## src/rtl/pong_pkg.sv

```systemverilog
// Shared types and helpers for the Pong match sequencer.
package pong_pkg;

  typedef enum logic [2:0] {
    IDLE,
    SERVE,
    PLAY,
    SETTLE,
    OVER
  } state_e;

  // Wait cycles after an increment before the counters show the new score
  localparam int unsigned SETTLE_CYCLES = 2;
  localparam int unsigned SETTLE_W      = 2;

  // Two BCD digits to binary; a non-decimal digit yields 0 so it never wins
  function automatic logic [6:0] bcd2_to_bin(input logic [3:0] dig1, input logic [3:0] dig0);
    logic [6:0] bin;
    if ((dig1 > 4'd9) || (dig0 > 4'd9)) begin
      bin = 7'd0;
    end else begin
      bin = (7'(dig1) * 7'd10) + 7'(dig0);
    end
    return bin;
  endfunction

endpackage

```

## src/rtl/pong_serve_timer.sv

```systemverilog
// serve_timer: loadable down-counter that steps once per frame tick while enabled.
module serve_timer
  import pong_pkg::*;
#(
  parameter int unsigned TW       = 8,
  parameter int unsigned LOAD_VAL = 120
) (
  input  logic          clk,
  input  logic          reset,
  input  logic          load,
  input  logic          en,
  input  logic          tick,
  output logic [TW-1:0] count,
  output logic          done
);

  logic [TW-1:0] count_q, count_d;
  logic          done_q, done_d;

  // Load wins over a same-cycle tick; the count parks at zero
  always_comb begin
    count_d = count_q;
    if (load) begin
      count_d = TW'(LOAD_VAL);
    end else if (en && tick && (count_q != '0)) begin
      count_d = count_q - TW'(1);
    end
    done_d = (count_d == '0);
  end

  // Timer registers
  always_ff @(posedge clk) begin
    if (reset) begin
      count_q <= '0;
      done_q  <= 1'b1;
    end else begin
      count_q <= count_d;
      done_q  <= done_d;
    end
  end

  assign count = count_q;
  assign done  = done_q;

endmodule

```

## src/rtl/pong_match_ctrl.sv

```systemverilog
// pong_match_ctrl: match sequencer driving the two BCD score counters.
// Optional macro PONG_SERVE_DIR_EN: serve_dir points at the player who lost the last point.
module pong_match_ctrl
  import pong_pkg::*;
#(
  parameter int unsigned WIN_SCORE   = 11,
  parameter int unsigned SERVE_TICKS = 120,
  parameter int unsigned TW          = 8
) (
  input  logic       clk,
  input  logic       reset,
  input  logic       start,
  input  logic       tick,
  input  logic       miss_l,
  input  logic       miss_r,
  input  logic [3:0] l_dig0,
  input  logic [3:0] l_dig1,
  input  logic [3:0] r_dig0,
  input  logic [3:0] r_dig1,
  output logic       inc_l,
  output logic       inc_r,
  output logic       clr,
  output logic       ball_hold,
  output logic       game_over,
  output logic       winner,
  output logic       serve_dir
);

  localparam logic [6:0] WIN_BIN = 7'(WIN_SCORE);

  state_e                state_q, state_d;
  logic [SETTLE_W-1:0]   settle_q, settle_d;
  logic                  inc_l_q, inc_l_d;
  logic                  inc_r_q, inc_r_d;
  logic                  clr_q, clr_d;
  logic                  hold_q, hold_d;
  logic                  over_q, over_d;
  logic                  winner_q, winner_d;
  logic                  dir_q, dir_d;
  logic                  t_load_c;
  logic [TW-1:0]         t_count;
  logic                  t_done;
  logic [6:0]            l_score_c, r_score_c;

  assign l_score_c = bcd2_to_bin(l_dig1, l_dig0);
  assign r_score_c = bcd2_to_bin(r_dig1, r_dig0);

  serve_timer #(
    .TW       (TW),
    .LOAD_VAL (SERVE_TICKS)
  ) u_timer (
    .clk   (clk),
    .reset (reset),
    .load  (t_load_c),
    .en    (state_q == SERVE),
    .tick  (tick),
    .count (t_count),
    .done  (t_done)
  );

  // Next-state and registered-output decode
  always_comb begin
    state_d  = state_q;
    settle_d = settle_q;
    inc_l_d  = 1'b0;
    inc_r_d  = 1'b0;
    clr_d    = 1'b0;
    hold_d   = hold_q;
    over_d   = over_q;
    winner_d = winner_q;
    dir_d    = dir_q;
    t_load_c = 1'b0;
    case (state_q)
      IDLE: begin
        hold_d = 1'b1;
        if (start) begin
          clr_d    = 1'b1;
          over_d   = 1'b0;
          dir_d    = 1'b0;
          t_load_c = 1'b1;
          state_d  = SERVE;
        end
      end
      SERVE: begin
        hold_d = 1'b1;
        if (tick && ((t_count == TW'(1)) || t_done)) begin
          hold_d  = 1'b0;
          state_d = PLAY;
        end
      end
      PLAY: begin
        hold_d = 1'b0;
        if (miss_l && miss_r) begin
          // Simultaneous misses replay the point
          hold_d   = 1'b1;
          t_load_c = 1'b1;
          state_d  = SERVE;
        end else if (miss_l) begin
          inc_r_d  = 1'b1;
          hold_d   = 1'b1;
          settle_d = '0;
          state_d  = SETTLE;
`ifdef PONG_SERVE_DIR_EN
          dir_d    = 1'b0;
`endif
        end else if (miss_r) begin
          inc_l_d  = 1'b1;
          hold_d   = 1'b1;
          settle_d = '0;
          state_d  = SETTLE;
`ifdef PONG_SERVE_DIR_EN
          dir_d    = 1'b1;
`endif
        end
      end
      SETTLE: begin
        hold_d = 1'b1;
        if (settle_q == SETTLE_W'(SETTLE_CYCLES)) begin
          if (l_score_c >= WIN_BIN) begin
            over_d   = 1'b1;
            winner_d = 1'b0;
            state_d  = OVER;
          end else if (r_score_c >= WIN_BIN) begin
            over_d   = 1'b1;
            winner_d = 1'b1;
            state_d  = OVER;
          end else begin
            t_load_c = 1'b1;
            state_d  = SERVE;
          end
        end else begin
          settle_d = settle_q + SETTLE_W'(1);
        end
      end
      OVER: begin
        hold_d = 1'b1;
        over_d = 1'b1;
        if (start) begin
          clr_d    = 1'b1;
          over_d   = 1'b0;
          dir_d    = 1'b0;
          t_load_c = 1'b1;
          state_d  = SERVE;
        end
      end
      default: begin
        state_d = IDLE;
      end
    endcase
  end

  // State and output registers; reset leaves a clear pulse for the counters
  always_ff @(posedge clk) begin
    if (reset) begin
      state_q  <= IDLE;
      settle_q <= '0;
      inc_l_q  <= 1'b0;
      inc_r_q  <= 1'b0;
      clr_q    <= 1'b1;
      hold_q   <= 1'b1;
      over_q   <= 1'b0;
      winner_q <= 1'b0;
      dir_q    <= 1'b0;
    end else begin
      state_q  <= state_d;
      settle_q <= settle_d;
      inc_l_q  <= inc_l_d;
      inc_r_q  <= inc_r_d;
      clr_q    <= clr_d;
      hold_q   <= hold_d;
      over_q   <= over_d;
      winner_q <= winner_d;
      dir_q    <= dir_d;
    end
  end

  assign inc_l     = inc_l_q;
  assign inc_r     = inc_r_q;
  assign clr       = clr_q;
  assign ball_hold = hold_q;
  assign game_over = over_q;
  assign winner    = winner_q;
  assign serve_dir = dir_q;

endmodule

```

## config.mk

```make
export PLATFORM = sky130hd
export DESIGN_NAME = pong_match_ctrl
export DESIGN_NICKNAME = d
export VERILOG_FILES = /design/src/rtl/pong_pkg.sv /design/src/rtl/pong_serve_timer.sv /design/src/rtl/pong_match_ctrl.sv
export SDC_FILE = /design/constraint.sdc
export NUM_CORES = 1
export LEC_CHECK = 0
export ABC_AREA = 1
export BUFFER_PORTS_ARGS = -buffer_cell sky130_fd_sc_hd__buf_4
export CAP_MARGIN = 20
export CORE_ASPECT_RATIO = 1.2
export CORE_MARGIN = 1.5
export CORE_UTILIZATION = 50
export DETAILED_ROUTE_END_ITERATION = 16
export GPL_TIMING_DRIVEN = 1
export PLACE_DENSITY = 0.79
export SETUP_SLACK_MARGIN = 0.3
export SLEW_MARGIN = 0
export SYNTH_ARGS = -nofsm -noshare
export SYNTH_HDL_FRONTEND = slang
export SYNTH_HIERARCHICAL = 1
export SYNTH_SLANG_ARGS = --single-unit
```

## constraint.sdc

```tcl
create_clock -name clk -period 3.1 [get_ports clk]
set_input_delay 0.31 -clock clk [delete_from_list [all_inputs] [get_ports clk]]
set_output_delay 0.31 -clock clk [all_outputs]
set_load 0.02 [all_outputs]
```

==> run_results.csv <==
group,metric,value,unit
outcome,status,"complete, no violations",
route,vias,1790,
finish,num_antenna_cells,0,
timing,finalSetupViolations,0,
timing,setup_tns,0,ps
worst_setup_path,critPathLaunchType,"input pin",
timing,slew_violations,0,
logic_synthesis,synth_seq_cells,20,
route,via_per_inst,5.11,
worst_setup_path,required,3310,ps
cts,clkTransAtPathRegs,80,ps
logic_synthesis,synth-simple-area-share,0.403,
route,drtIter0Drc,104,
logic_synthesis,avgSynthCellArea,6.50,sq um
die,die_h,69.5,um
global_route,grt_antenna_before_repair,0,
die,core-area,0.00342,sq mm
worst_setup_path,cp_max_fo,4,
min_path,min_from,"miss_l",
placed_design,post_dp_cell_area,0.00207,sq mm
global_route,grt_pass1_vias,1734,
die,rows,23,
logic_synthesis,yosysWarnings,6,
logic_synthesis,synth_ff_type,"dfxtp_1",
finish,nFillCells,304,
timing,final_hold_viol_count,0,
worst_setup_path,path_buf_inv,4,
finish,final-seq-area,400,sq um
logic_synthesis,synth_top_family_by_area,"simple AND/OR/NAND/NOR gates",
logic_synthesis,muxShareOfSynthArea,0,
logic_synthesis,synth-async-reset-ratio,0,
finish,layout.nets,355,
cts,post-cts-setup-buffers,0,
logic_synthesis,yosysTopAreaCellShare,0.218,
die,die_w,58.4,um
pwr,power_density,535,mW/mm^2
placed_design,dp_slack,360,ps
worst_setup_path,startpoint,"l_dig1[1]",
cts,cts_made_buffers,3,
finish,largest_register_ffs,8,
worst_setup_path,cp-end-kind,"flop",
worst_setup_path,cpMaxStageDelayCell,"fa_1",
placed_design,place_hpwl,3.13,mm
finish,syn_to_final_growth,16.6,%
min_path,hp-class,"input pin to flop",
timing,holdWs,243,ps
logic_synthesis,synth_xor_area_frac,0.00952,
min_path,hold_path_depth,2,
route,wl_per_cell,11.0,um
timing,max_freq,398,MHz
logic_synthesis,ys_types,36,
cts,clk_path_buf_depth,2,
route,drc_errors,0,
die,start_util,0.537,
worst_setup_path,worstReg2RegStart,"state_q[0]",
cts,hold_buffers,0,
logic_synthesis,syn-cell-area,0.00184,sq mm
global_route,track_usage,0.206,
timing,post-route-min-period,2510,ps
logic_synthesis,synth_area_leaders,"dfxtp_1 (22%), nand2_1 (17%), ha_1 (10%), inv_1 (8.8%), nand3_1 (5.7%)",
timing,finalWorstSetupSlack,588,ps
logic_synthesis,synth_nets,324,
cts,cts_tree,"built",
logic_synthesis,ys_seq_area_frac,0.218,
cts,postCtsResizedCells,0,
logic_synthesis,synth_edf_count,0,
timing,skew,6.15,ps
worst_setup_path,cpPeakStageDelay,550,ps
cts,clkSinkCount,20,
global_route,grt_overflow,0,
finish,layout-drive-gt1-share,0.185,
placed_design,io_buffer_count,27,
timing,rsz0062_at_grt,"no",
pwr,ir_drop,0.328,mV
finish,fin_area,0.00215,sq mm
worst_setup_path,worst-path-stages,18,
logic_synthesis,syn_inst,283,
route,wl,3.86,mm
job,drv_cap,0,
cts,h-tree-depth,1,
route,dr.pass1.iters,4,
finish,multi_input_area,0.00123,sq mm
route,final_antenna_net_count,0,
pwr,power.leakage,1.14,nW
global_route,grt_pass1_wl,6.88,mm
logic_synthesis,synthAdderAreaFrac,0.145,
worst_setup_path,path_common_cell,"nand2_1",
global_route,grt_max_degree,13,
cts,root_buffer,"clkbuf_8",
cts,clk_latency,260,ps
worst_setup_path,arrival,2720,ps
die,die_area,0.00406,sq mm
placed_design,gp_congestion,0.880,
worst_setup_path,path_class,"input pin to flop",
logic_synthesis,synth-compound-area-share,0.108,
finish,utilization,0.627,
die,io_pins,29,
worst_setup_path,cp_cell_sequence,"buf_4 -> ha_1 -> ha_1 -> fa_1 -> inv_1 -> nand2_1 -> inv_2 -> nor2_1 -> nand3_1 -> nand2_1 -> nand4_1 -> o211ai_1 -> inv_1 -> nand3_1 -> nand3_1 -> nor2_1 -> nand2_1 -> nand2_1",
worst_setup_path,rr_worst_depth,12,
worst_setup_path,crit_family,"adder cells",
logic_synthesis,synth.largest_area_cell,"dfxtp_1",
timing,finalCritPeriodShare,0.810,
## cell usage after synthesis, drive strengths merged (3+ instances only)
master / count
inv: 50
nor3: 3
nand2: 86
nand4: 5
ha: 15
fa: 4
dfxtp: 20
nand3: 22
nor2: 36
a21oi: 11
o21ai: 12
## per-layer routing
metal | vias to the layer above | global-route usage | routed length, um
met5 | - | 0 | 0
met4 | 0 | 0.0672 | 37
met3 | 4 | 0.0280 | 192
met2 | 37 | 0.347 | 1880
met1 | 795 | 0.263 | 1740
li1 | 954 | - | -
## where the power goes
part | switching, W | leakage [nW] | internal [W]
logic | 0.000338 | 0.939 | 0.000210
clock network | 0.0000900 | 0.0357 | 0.000172
registers | 0.0000447 | 0.164 | 0.000294
## stage by stage
stage | total power [W] | instances
2_1_floorplan | 0.000767 | 283
3_3_place_gp | 0.000874 | 346
3_5_place_dp | 0.000885 | 346
4_1_cts | 0.00115 | 350
5_1_grt | 0.00125 | 350
6_report | 0.00115 | 350
## placed cells by master (no fill, tap or decap), drive strengths merged
cell	instances
a211oi	1
a21boi	1
a21oi	11
buf	28
bufinv	1
clkbuf	3
conb	1
dfxtp	20
fa	4
ha	15
inv	50
nand2	86
nand3	22
nand3b	2
nand4	5
nor2	36
nor3	3
nor3b	2
nor4	1
nor4b	1
o211ai	2
o21a	2
o21ai	12
o21bai	2
xnor2	1
xor2	1
## layout make-up
type,instances,share of cell area
clock buffer,3,0.0192
inverter,50,0.0875
clock inverter,1,0.0140
timing repair buffer,28,0.0980
tap,37,0.0216
multi-input combinational,211,0.573
sequential,20,0.187
## kinds of logic (layout without fill, tap and decap cells)
| family | count (synthesis) | count (layout) |
|---|---|---|
| AND/OR/NAND/NOR | 158 | 158 |
| buffers and inverters | 52 | 82 |
| AO/OA/AOI/OAI | 31 | 31 |
| flip-flops | 20 | 20 |
| adder cells (fa/ha/maj) | 19 | 19 |
| XOR/XNOR | 2 | 2 |
| other | 1 | 1 |
## path summary, 6_finish.rpt
path / to / slack (ps)
worst min register to register: game_over / 450
worst min-delay path: inc_l / 240
worst max-delay path: u_timer/done / 590
worst max register to register: u_timer/done / 1260
No activity file was read; power rests on OpenSTA's default activity.
